===== config.mk =====
export PLATFORM = sky130hd
export DESIGN_NAME = ax_adder_error_monitor
export DESIGN_NICKNAME = d
export VERILOG_FILES = /design/src/rtl/ax_adder_error_monitor.sv
export SDC_FILE = /design/constraint.sdc
export NUM_CORES = 1
export LEC_CHECK = 0
export ABC_AREA = 1
export CAP_MARGIN = 10
export CORE_MARGIN = 10
export CORE_UTILIZATION = 46
export DETAILED_ROUTE_END_ITERATION = 10
export GPL_ROUTABILITY_DRIVEN = 0
export PLACE_DENSITY = 0.69
export SLEW_MARGIN = 20
export SYNTH_ARGS = -nofsm -noshare
export SYNTH_HDL_FRONTEND = slang
export SYNTH_SLANG_ARGS = --single-unit

===== constraint.sdc =====
create_clock -name clk -period 5.1 [get_ports clk]
set_input_delay 0.51 -clock clk [delete_from_list [all_inputs] [get_ports clk]]
set_output_delay 0.51 -clock clk [all_outputs]
set_load 0.05 [all_outputs]

===== src/rtl/ax_adder_error_monitor.sv =====
// Error-statistics monitor for approximate adders: recomputes the exact sum and accumulates error metrics over a fixed window.
// Latency: 3-stage pipeline (S1 exact sum, S2 error distance, S3 accumulate); done rises 2 cycles after the final accept.
// Backpressure: in_ready is high only in ACCUM until the window is full; results are held in DONE until ack.
module ax_adder_error_monitor #(
  parameter int WIDTH       = 16,
  parameter int WINDOW_LOG2 = 10,
  parameter int ACC_W       = WIDTH + 1 + WINDOW_LOG2
) (
  input  logic                   clk,
  input  logic                   rst,
  input  logic                   start,
  input  logic                   in_valid,
  output logic                   in_ready,
  input  logic [WIDTH-1:0]       op_a,
  input  logic [WIDTH-1:0]       op_b,
  input  logic                   cin,
  input  logic [WIDTH:0]         approx_sum,
  output logic                   done,
  input  logic                   ack,
  output logic                   busy,
  output logic [WINDOW_LOG2:0]   err_count,
  output logic [ACC_W-1:0]       ed_sum,
  output logic [WIDTH:0]         ed_max,
  output logic [WIDTH:0]         med
);

  typedef enum logic [1:0] {IDLE, ACCUM, DRAIN, DONE} state_t;

  localparam logic [WINDOW_LOG2:0] WIN_LEN  = {1'b1, {WINDOW_LOG2{1'b0}}};
  localparam logic [WINDOW_LOG2:0] WIN_LAST = WIN_LEN - 1'b1;

  state_t                 state, state_nxt;
  logic [WINDOW_LOG2:0]   acc_cnt;
  logic                   accept;
  logic                   last_accept;
  logic                   clear;

  logic                   s1_vld;
  logic [WIDTH:0]         s1_exact;
  logic [WIDTH:0]         s1_approx;
  logic                   s2_vld;
  logic [WIDTH:0]         s2_ed;
  logic                   s2_nz;
  logic [WIDTH:0]         ed_c;

  // Accept only while collecting and the window still has room.
  assign in_ready    = (state == ACCUM) && (acc_cnt < WIN_LEN);
  assign accept      = in_valid && in_ready;
  assign last_accept = accept && (acc_cnt == WIN_LAST);

  // State register.
  always_ff @(posedge clk) begin
    if (rst) state <= IDLE;
    else     state <= state_nxt;
  end

  // Next-state and status outputs; DRAIN exits once only S2 still holds data,
  // since S2 is consumed by the accumulators on the same edge.
  always_comb begin
    state_nxt = state;
    busy      = 1'b0;
    done      = 1'b0;
    clear     = 1'b0;
    case (state)
      IDLE: begin
        if (start) begin
          state_nxt = ACCUM;
          clear     = 1'b1;
        end
      end
      ACCUM: begin
        busy = 1'b1;
        if (last_accept) state_nxt = DRAIN;
      end
      DRAIN: begin
        busy = 1'b1;
        if (!s1_vld) state_nxt = DONE;
      end
      DONE: begin
        done = 1'b1;
        if (ack) state_nxt = IDLE;
      end
      default: state_nxt = IDLE;
    endcase
  end

  // Accepted-sample counter for the current window.
  always_ff @(posedge clk) begin
    if (rst || clear) acc_cnt <= '0;
    else if (accept)  acc_cnt <= acc_cnt + 1'b1;
  end

  // S1: exact reference sum alongside the adder's result; data captured only on accept.
  always_ff @(posedge clk) begin
    if (rst) begin
      s1_vld    <= 1'b0;
      s1_exact  <= '0;
      s1_approx <= '0;
    end else begin
      s1_vld <= accept;
      if (accept) begin
        s1_exact  <= {1'b0, op_a} + {1'b0, op_b} + {{WIDTH{1'b0}}, cin};
        s1_approx <= approx_sum;
      end
    end
  end

  // Absolute error distance, ordered subtraction so it never wraps.
  always_comb begin
    ed_c = '0;
    if (s1_exact >= s1_approx) ed_c = s1_exact - s1_approx;
    else                       ed_c = s1_approx - s1_exact;
  end

  // S2: error distance and nonzero flag.
  always_ff @(posedge clk) begin
    if (rst) begin
      s2_vld <= 1'b0;
      s2_ed  <= '0;
      s2_nz  <= 1'b0;
    end else begin
      s2_vld <= s1_vld;
      if (s1_vld) begin
        s2_ed <= ed_c;
        s2_nz <= (ed_c != '0);
      end
    end
  end

  // S3: accumulate statistics; nothing arrives in DONE, so results stay frozen there.
  always_ff @(posedge clk) begin
    if (rst || clear) begin
      err_count <= '0;
      ed_sum    <= '0;
      ed_max    <= '0;
    end else if (s2_vld) begin
      err_count <= err_count + {{WINDOW_LOG2{1'b0}}, s2_nz};
      ed_sum    <= ed_sum + ACC_W'(s2_ed);
      if (s2_ed > ed_max) ed_max <= s2_ed;
    end
  end

  // Mean error distance: window length is a power of two, so a shift gives the floor.
  assign med = ed_sum[WINDOW_LOG2 +: WIDTH+1];

endmodule

==> reports/results.ini, run 1 <==
[status]
status=completed

[floorplanning]
die_y_um=160
dieArea_sq_um=25600
start_util_pct=46.6
core-area_sq_um=19300
io-pin-count=130
die_w_um=160
rows=51

[power_and_ir_drop]
p_per_area_nw_per_um2=517
p_leak_nw=5.21
peakVddDrop_mv=0.321
power_w=0.00568

[timing]
whs_ns=0.461
period_share_pct=54.3
finalMaxSlewViolations=0
min_period_ns=2.77
clock_skew_ns=0.00940
relSlewSlack_pct=28.7
worstMarginPinSlew_ns=1.07
setup_violations=0
rsz0062_at_grt=false
hold_viol_final=0
setup_tns_ns=0
max_freq_mhz=361

[global_route]
grt_max_degree=64
grt_pass1_wl_um=39200
grtUsageTotal_pct=18.0
grt-ovfl-total=0
first_global_vias=8466
antenna_found_initial=0

[placement]
hpwl_um=18400
port-buffer-count=129

[final_layout]
multi_input_area_sq_um=5410
diodes=0
ff_latch_area_sq_um=2440
layout.nets=1623
nFillCells=1875
drive_gt1_share_pct=4.51
area_delta_synth_final_pct=22.1

[worst_setup_path]
crit_type=reg2reg
start_kind=flip-flop
worstPathArrival_ns=3.13
endpoint_kind=flip-flop
cp_max_fo=4
cp.required_ns=5.46

[yosys]
yosysUniqueCellTypes=44
yosysTopAreaCell=dfxtp_1
synthCells=1378
synth_top_area_share_pct=27.1
yosys.cell_count.top_type=nand2_1
synth_common_cells=nand2_1, inv_1, a21oi_1
synth-seq-cells=122
syn_nets=1528
synth_edf_count=0
ys_warn_count=0
netlist_top_cells_area=dfxtp_1, ha_1, nand2_1
synth_area_per_cell_sq_um=6.53
synth_area_sq_um=9000
ys.flop_type=dfxtp_1
seq_area_frac_synth_pct=27.1
async_reset_ff_share_pct=0

[clocking]
cts-root-buf=clkbuf_16
cts_hold_buf=0
numClockSinks=122
cts_setup_buffers=0
clockBufferDepth=2
worstSkewPairLatency_ns=0.42
htree_levels=4
ctsResizeCount=0
clk_pin_slew_worst_paths_ns=0.06
cts_buffers=17
cts_tree=built

[routing]
finalWirelength_um=23000
drtIter0Drc=419
postRouteAntennaNets=0
viasPerCell=4.96
firstDrtPassIters=5
wl_per_cell_um=13.2
vias=8682
drc=0

[flow_run]
max_cap_viol_count=0

[min_path]
hold_class=reg2reg

logic make-up after synthesis:
group	after synthesis	share of synthesized area (%)
AOI/OAI and AO/OA	289	17.1
xor gates and xnor gates	36	3.50
adders and majority gates	95	13.6
buffers and inverters	284	12.9
DFF	122	27.1
and+or+nand+nor	552	25.8
metal layers:
| layer | up-vias | GRT usage (%) | wire length (um) |
|---|---|---|---|
| li1 | 4607 | - | - |
| met1 | 3867 | 20.8 | 10400 |
| met2 | 168 | 31.6 | 11000 |
| met3 | 40 | 3.78 | 1020 |
| met4 | 0 | 7.39 | 636 |
| met5 | - | 0 | 0 |
where the power goes:
group | switching, W | internal (W) | total, W
logic | 0.00215 | 0.00109 | 0.00324
clock network | 0.000483 | 0.000809 | 0.00129
registers | 0.0000897 | 0.00106 | 0.00115
worst max-delay path: stages (launching register included):
cell	delay (ns)
dfxtp_1	0.42
ha_1	0.23
inv_1	0.08
fa_1	0.41
nand3b_1	0.18
nand2_1	0.12
a21oi_1	0.14
o21ai_0	0.42
nand2_1	0.11
o221ai_1	0.13
nand2_1	0.11
o21ai_0	0.20
inv_1	0.06
nor2_1	0.09
cell usage in the layout (no fill, tap or decap), drive strengths merged, types with 4 or more instances in the layout:
| master | count |
|---|---|
| buf | 4 |
| o21bai | 4 |
| o21ai | 113 |
| nand3 | 63 |
| clkinv | 4 |
| o31ai | 4 |
| clkbuf | 19 |
| inv | 232 |
| nand4 | 11 |
| o211ai | 9 |
| fa | 5 |
| ha | 90 |
| nor3 | 21 |
| xnor2 | 12 |
| nor4 | 4 |
| nand2 | 309 |
| dfxtp | 122 |
| nor2 | 139 |
| a21oi | 140 |
| a21o | 4 |
| xor2 | 24 |
| clkdlybuf4s50 | 129 |
| a31oi | 5 |
per-stage QoR:
stage | utilization, % | cell area, sq um | setup WS, ns | cells
floorplan | - | 9000 | 2.48 | 1378
global placement | 53.6 | 10400 | 2.00 | 1719
CTS | 56.8 | 11000 | 2.34 | 1751
global route | 56.8 | 11000 | 2.02 | 1751
finish | 56.8 | 11000 | 2.33 | 1751
detailed placement | 53.6 | 10400 | 1.94 | 1719
registers in the layout, indices dropped and copies added (netlist names):
| name | count |
|---|---|
| acc_cnt | 11 |
| state | 2 |
| ed_sum | 27 |
| s1_exact | 17 |
| s2_nz | 1 |
| s2_vld | 1 |
| s1_approx | 17 |
| ed_max | 17 |
| err_count | 11 |
| s2_ed | 17 |
| s1_vld | 1 |
layout make-up:
cell class	count	area share [%]
clock inverters	13	1.65
well taps	265	3.02
multi-input cells	972	49.2
repair buffers	133	12.0
inverters	227	7.78
flip-flops and latches	122	22.2
clock buffers	19	4.12
final timing paths:
kind / start / slack [ns] / depth (start not counted) / end
min reg2reg: acc_cnt[9] / 0.46 / 1 / acc_cnt[9]
min: acc_cnt[9] / 0.46 / 1 / acc_cnt[9]
max reg2reg: s2_ed[0] / 2.33 / 13 / ed_sum[22]
max: s2_ed[0] / 2.33 / 13 / ed_sum[22]
(Power assumes the default switching activity.)
==> run 2: changes to the inputs <==
Clock period 5.1 ns to 2.8 ns, I/O delays scaled along.
==> reports/results.ini, run 2 (synthesized netlist as in run 1, its figures left out) <==
[clocking]
cts_hold_buf=0  ; unchanged
worstSkewPairLatency_ns=0.43  ; about the same
clk_pin_slew_worst_paths_ns=0.06  ; about the same
numClockSinks=122  ; unchanged
cts_buffers=17  ; unchanged
cts-root-buf=clkbuf_16
clockBufferDepth=2  ; unchanged
htree_levels=4  ; unchanged
cts_tree=built

[routing]
postRouteAntennaNets=0  ; unchanged
wl_met2_um=11100  ; +0.92%
top_layer_used=met4
wl_per_cell_um=13.3  ; +0.76%
wl_met1_um=10600  ; +1.8%
wl_met3_um=1140  ; +12%
firstDrtPassIters=5  ; unchanged
drtIter0Drc=420  ; +0.24%
vias=8676  ; -0.069%
drc=0  ; unchanged
finalWirelength_um=23300  ; +1.3%
viasPerCell=4.93  ; -0.58%

[worst_setup_path]
start_kind=flip-flop
endpoint_kind=flip-flop
cp.required_ns=3.17  ; -2.29 ns
crit_type=reg2reg
cp_max_fo=4  ; unchanged
worstPathArrival_ns=2.98  ; -0.15 ns

[global_route]
antenna_found_initial=0  ; unchanged
grtUsageTotal_pct=18.1  ; +0.14 points
grt-ovfl-total=0  ; unchanged
grt_pass1_wl_um=39400  ; +0.60%
grt_max_degree=62  ; -3.1%
first_global_vias=8329  ; -1.6%

[floorplanning]
dieArea_sq_um=25600  ; unchanged
start_util_pct=46.6  ; unchanged
die_y_um=160  ; unchanged
rows=51  ; unchanged
io-pin-count=130  ; unchanged
die_w_um=160  ; unchanged
core-area_sq_um=19300  ; unchanged

[power_and_ir_drop]
p_int_w=0.00548  ; +85%
power_switching_w=0.00495  ; +81%
swShare_pct=47.5  ; -0.52 points
p_per_area_nw_per_um2=942  ; +82%
power_frac_seq_pct=20.1  ; about the same
comb_power_share_pct=56.9  ; -0.2 points
clock_power_share_pct=23.1  ; +0.4 points
peakVddDrop_mv=0.636  ; +98%
p_leak_nw=5.26  ; +0.91%

[final_layout]
stdcell_area_sq_um=11100  ; +0.69%
most-common-layout-cells=nand2_1, inv_1, a21oi_1
layout.nets=1632  ; +0.55%
ff_latch_area_sq_um=2440  ; unchanged
diodes=0  ; unchanged
multi_input_area_sq_um=5410  ; unchanged
largest_reg_flops=27  ; unchanged
final_cell_count_no_fill=1760  ; +0.51%
nFillCells=1834  ; -2.2%
layout_commonest_cell=nand2_1
area_delta_synth_final_pct=22.9
post-route-util_pct=57.2  ; +0.39 points
drive_gt1_share_pct=5.08  ; +0.57 points
regMostFlops=ed_sum

[placement]
placed_area_sq_um=10400  ; +0.58%
dp.cells=1727  ; +0.47%
port-buffer-count=129  ; unchanged
hpwl_um=18700  ; +1.9%

[timing]
setup_tns_ns=0  ; unchanged
hold_viol_final=0  ; unchanged
whs_ns=0.456  ; -0.00546 ns
period_share_pct=93.5  ; +39 points
finalMaxSlewViolations=0  ; unchanged
worstMarginPinSlew_ns=0.867  ; -0.199 ns
setup_violations=0  ; unchanged
clock_skew_ns=0.00985  ; +0.000452 ns
relSlewSlack_pct=42.1  ; +13 points
min_period_ns=2.62  ; -0.152 ns
max_freq_mhz=382  ; +5.8%

[flow_run]
max_cap_viol_count=0  ; unchanged

[status]
status=completed

[min_path]
hold_class=reg2reg

[run 2: changes by cell type in the layout (fill, tap and decap cells not counted), sizes merged]
cell and delta:
clkinv +3, bufinv +1, buf +9, inv -4
[run 2: power groups by stage]
stage / logic (W) / registers [W] / clock network, W
3_5_place_dp: 0.00587 / 0.00213 / 0
2_1_floorplan: 0.00464 / 0.00214 / 0
4_1_cts: 0.00590 / 0.00209 / 0.00244
3_3_place_gp: 0.00583 / 0.00212 / 0
5_1_grt: 0.00676 / 0.00212 / 0.00253
6_report: 0.00593 / 0.00209 / 0.00241
[run 2: final timing paths]
check,startpoint,endpoint,slack [ns],cells past startpoint
max,s2_ed[0],ed_sum[24],0.18,15
min,acc_cnt[9],acc_cnt[9],0.46,1
max reg2reg,s2_ed[0],ed_sum[24],0.18,15
min reg2reg,acc_cnt[9],acc_cnt[9],0.46,1
[run 2: cell type report]
| class | count | share of cell area, % |
|---|---|---|
| inverter | 227 | 7.72 |
| timing repair buffer | 142 | 12.6 |
| clock buffer | 19 | 4.09 |
| multi-input combinational | 972 | 48.8 |
| sequential | 122 | 22.1 |
| clock inverter | 13 | 1.72 |
| tap | 265 | 3.00 |
[run 2: per-stage QoR]
| stage | total power, W | worst slack, ns |
|---|---|---|
| 3_5_place_dp | 0.00800 | 0.175 |
| 3_3_place_gp | 0.00796 | 0.235 |
| 6_report | 0.0104 | 0.182 |
| 2_1_floorplan | 0.00678 | 0.178 |
| 4_1_cts | 0.0104 | 0.139 |
| 5_1_grt | 0.0114 | -0.0578 |
[run 2: what timing repair did]
action	in CTS	in global routing
gates resized for setup	0	2
hold endpoints to repair	0	0
setup buffers	0	1
endpoints found under the setup margin	0	4
[run 2: metal layers]
layer	vias up	global-route usage, %
li1	4620	-
met2	214	31.3
met4	0	6.97
met5	-	0
met3	36	3.65
met1	3806	21.7
[run 2: critical path: stages (launching register included)]
cell      delay, ns
dfxtp_1        0.42
ha_1           0.24
inv_1          0.08
fa_1           0.41
nand3b_1       0.17
nand2_1        0.11
a21oi_1        0.15
o21ai_1        0.23
nand2_1        0.09
nand2_1        0.12
nand2_1        0.06
o31ai_1        0.11
nand3_1        0.16
nand2_1        0.09
nand2_1        0.05
nor2_1         0.09
==> run 3: changes to the inputs <==
Settings changed: CTS_BUF_LIST set to sky130_fd_sc_hd__clkbuf_4 sky130_fd_sc_hd__clkbuf_8, PLACE_DENSITY 0.69 to 0.78.
==> reports/results.ini, run 3 (synthesized netlist as in run 1, its figures left out) <==
[status]
status=completed

[min_path]
holdPathStages=3  ; +2
holdPathEnd=s1_approx[3]
hold_class=in2reg
hp-start=approx_sum[3]

[timing]
rsz0062_at_grt=false
setup_tns_ns=0  ; unchanged
setup_violations=0  ; unchanged
finalMaxSlewViolations=0  ; unchanged
whs_ns=0.462  ; +0.00583 ns
period_share_pct=90.8  ; -2.7 points
clock_skew_ns=0.00850  ; -0.00136 ns
min_period_ns=2.54  ; -0.0752 ns
relSlewSlack_pct=34.8  ; -7.4 points
hold_viol_final=0  ; unchanged
worstMarginPinSlew_ns=0.978  ; +0.110 ns
max_freq_mhz=393  ; +3.0%

[worst_setup_path]
reg2regPathDepth=15  ; unchanged
cp_max_fo=4  ; unchanged
crit_type=reg2reg
endpoint_kind=flip-flop
r2r_slack_ns=0.26  ; +0.08 ns
start_kind=flip-flop
cp.required_ns=3.20  ; +0.03 ns
r2r-end=ed_sum[24]
worstPathArrival_ns=2.94  ; -0.04 ns
r2r-start=s2_ed[0]

[global_route]
grt_pass1_wl_um=38600  ; -2.0%
grtUsageTotal_pct=17.6  ; -0.59 points
grt-ovfl-total=0  ; unchanged
first_global_vias=8502  ; +2.1%
antenna_found_initial=0  ; unchanged
grt_max_degree=62  ; unchanged

[final_layout]
drive_gt1_share_pct=4.96  ; -0.13 points
post-route-util_pct=56.2  ; -1.0 points
most-common-layout-cells=nand2_1, inv_1, a21oi_1
layout.nets=1630  ; -0.12%
area_delta_synth_final_pct=20.7
largest_reg_flops=27  ; unchanged
diodes=0  ; unchanged
stdcell_area_sq_um=10900  ; -1.8%
regMostFlops=ed_sum
layout_commonest_cell=nand2_1

[routing]
viasPerCell=4.97  ; +0.89%
vias=8743  ; +0.77%
drc=0  ; unchanged
drtIter0Drc=453  ; +7.9%
finalWirelength_um=22300  ; -4.4%
postRouteAntennaNets=0  ; unchanged
wl_per_cell_um=12.7  ; -4.3%
firstDrtPassIters=5  ; unchanged

[floorplanning]
start_util_pct=46.6  ; unchanged
rows=51  ; unchanged
core-area_sq_um=19300  ; unchanged
die_y_um=160  ; unchanged
io-pin-count=130  ; unchanged
dieArea_sq_um=25600  ; unchanged
die_w_um=160  ; unchanged

[power_and_ir_drop]
swShare_pct=48.6  ; +1.2 points
comb_power_share_pct=60.1  ; +3.2 points
peakVddDrop_mv=0.546  ; -14%
power_w=0.00973  ; -6.6%
p_leak_nw=5.16  ; -1.7%
clock_power_share_pct=18.5  ; -4.6 points
power_switching_w=0.00473  ; -4.3%
power_frac_seq_pct=21.4  ; +1.3 points
p_int_w=0.00500  ; -8.7%
p_per_area_nw_per_um2=896  ; -4.9%

[clocking]
cts_setup_buffers=0  ; unchanged
cts_hold_buf=0  ; unchanged
clockBufferDepth=2  ; unchanged
cts_buffers=17  ; unchanged
worstSkewPairLatency_ns=0.46  ; +0.03 ns
cts_tree=built
ctsResizeCount=0  ; unchanged
clk_pin_slew_worst_paths_ns=0.08  ; +0.02 ns
htree_levels=4  ; unchanged
numClockSinks=122  ; unchanged
cts-root-buf=clkbuf_8

[placement]
port-buffer-count=129  ; unchanged
placed_area_sq_um=10400  ; about the same
hpwl_um=17900  ; -4.3%

[flow_run]
max_cap_viol_count=0  ; unchanged

## run 3: cell count changes in the layout (fill, tap and decap cells not counted), sizes merged
cell / delta
buf: -2
clkinv: -1
clkbuf: +3
inv: -2
## run 3: worst max-delay path: stages (launching register included)
cell	delay [ns]
dfxtp_1	0.42
ha_1	0.22
inv_1	0.07
fa_1	0.41
nand3b_1	0.19
nand2_1	0.11
a21oi_1	0.14
o21ai_1	0.23
nand2_1	0.08
nand2_1	0.10
nand2_1	0.06
o31ai_1	0.10
nand3_1	0.15
nand2_1	0.09
nand2_1	0.04
nor2_1	0.09
## run 3: stage by stage
stage,std cells,setup WS (ns)
4_1_cts,1758,0.163
3_5_place_dp,1726,0.220
3_3_place_gp,1726,0.256
2_1_floorplan,1378,0.178
6_report,1758,0.257
5_1_grt,1758,0.0290
## run 3: how the worst max path moves through the flow
stage	slack, ns	depth (start not counted)	end	from
5_1_grt	0.03	15	ed_sum[24]	s2_ed[0]
4_1_cts	0.16	15	ed_sum[24]	s2_ed[0]
3_5_place_dp	0.22	15	ed_sum[24]	s2_ed[0]
6_report	0.26	15	ed_sum[24]	s2_ed[0]
3_3_place_gp	0.26	14	s1_exact[14]	op_a[0]
2_1_floorplan	0.18	14	ed_sum[24]	ed_sum[0]
## run 3: final cells by class
cell class / count / area (sq um)
inverters: 227 / 855
well taps: 265 / 332
clock inverters: 10 / 164
fillers: 1879 / 8470
clock buffers: 22 / 297
flip-flops and latches: 122 / 2440
repair buffers: 140 / 1370
multi-input cells: 972 / 5410
## run 3: power by group through the flow
| stage | sequential (W) | clock (W) | combinational, W |
|---|---|---|---|
| finish | 0.00208 | 0.00181 | 0.00585 |
| global route | 0.00211 | 0.00192 | 0.00669 |
| CTS | 0.00208 | 0.00183 | 0.00582 |
| detailed placement | 0.00212 | 0 | 0.00578 |
| global placement | 0.00211 | 0 | 0.00568 |
| floorplan | 0.00214 | 0 | 0.00464 |
## run 3: metal layers
layer  GRT usage [%]  wire (um)  vias to the layer above
li1                -          -                     4619
met1            20.2       9850                     3835
met2            31.0      10600                      257
met3            4.58       1500                       32
met5               0          0                        -
met4            5.76        402                        0
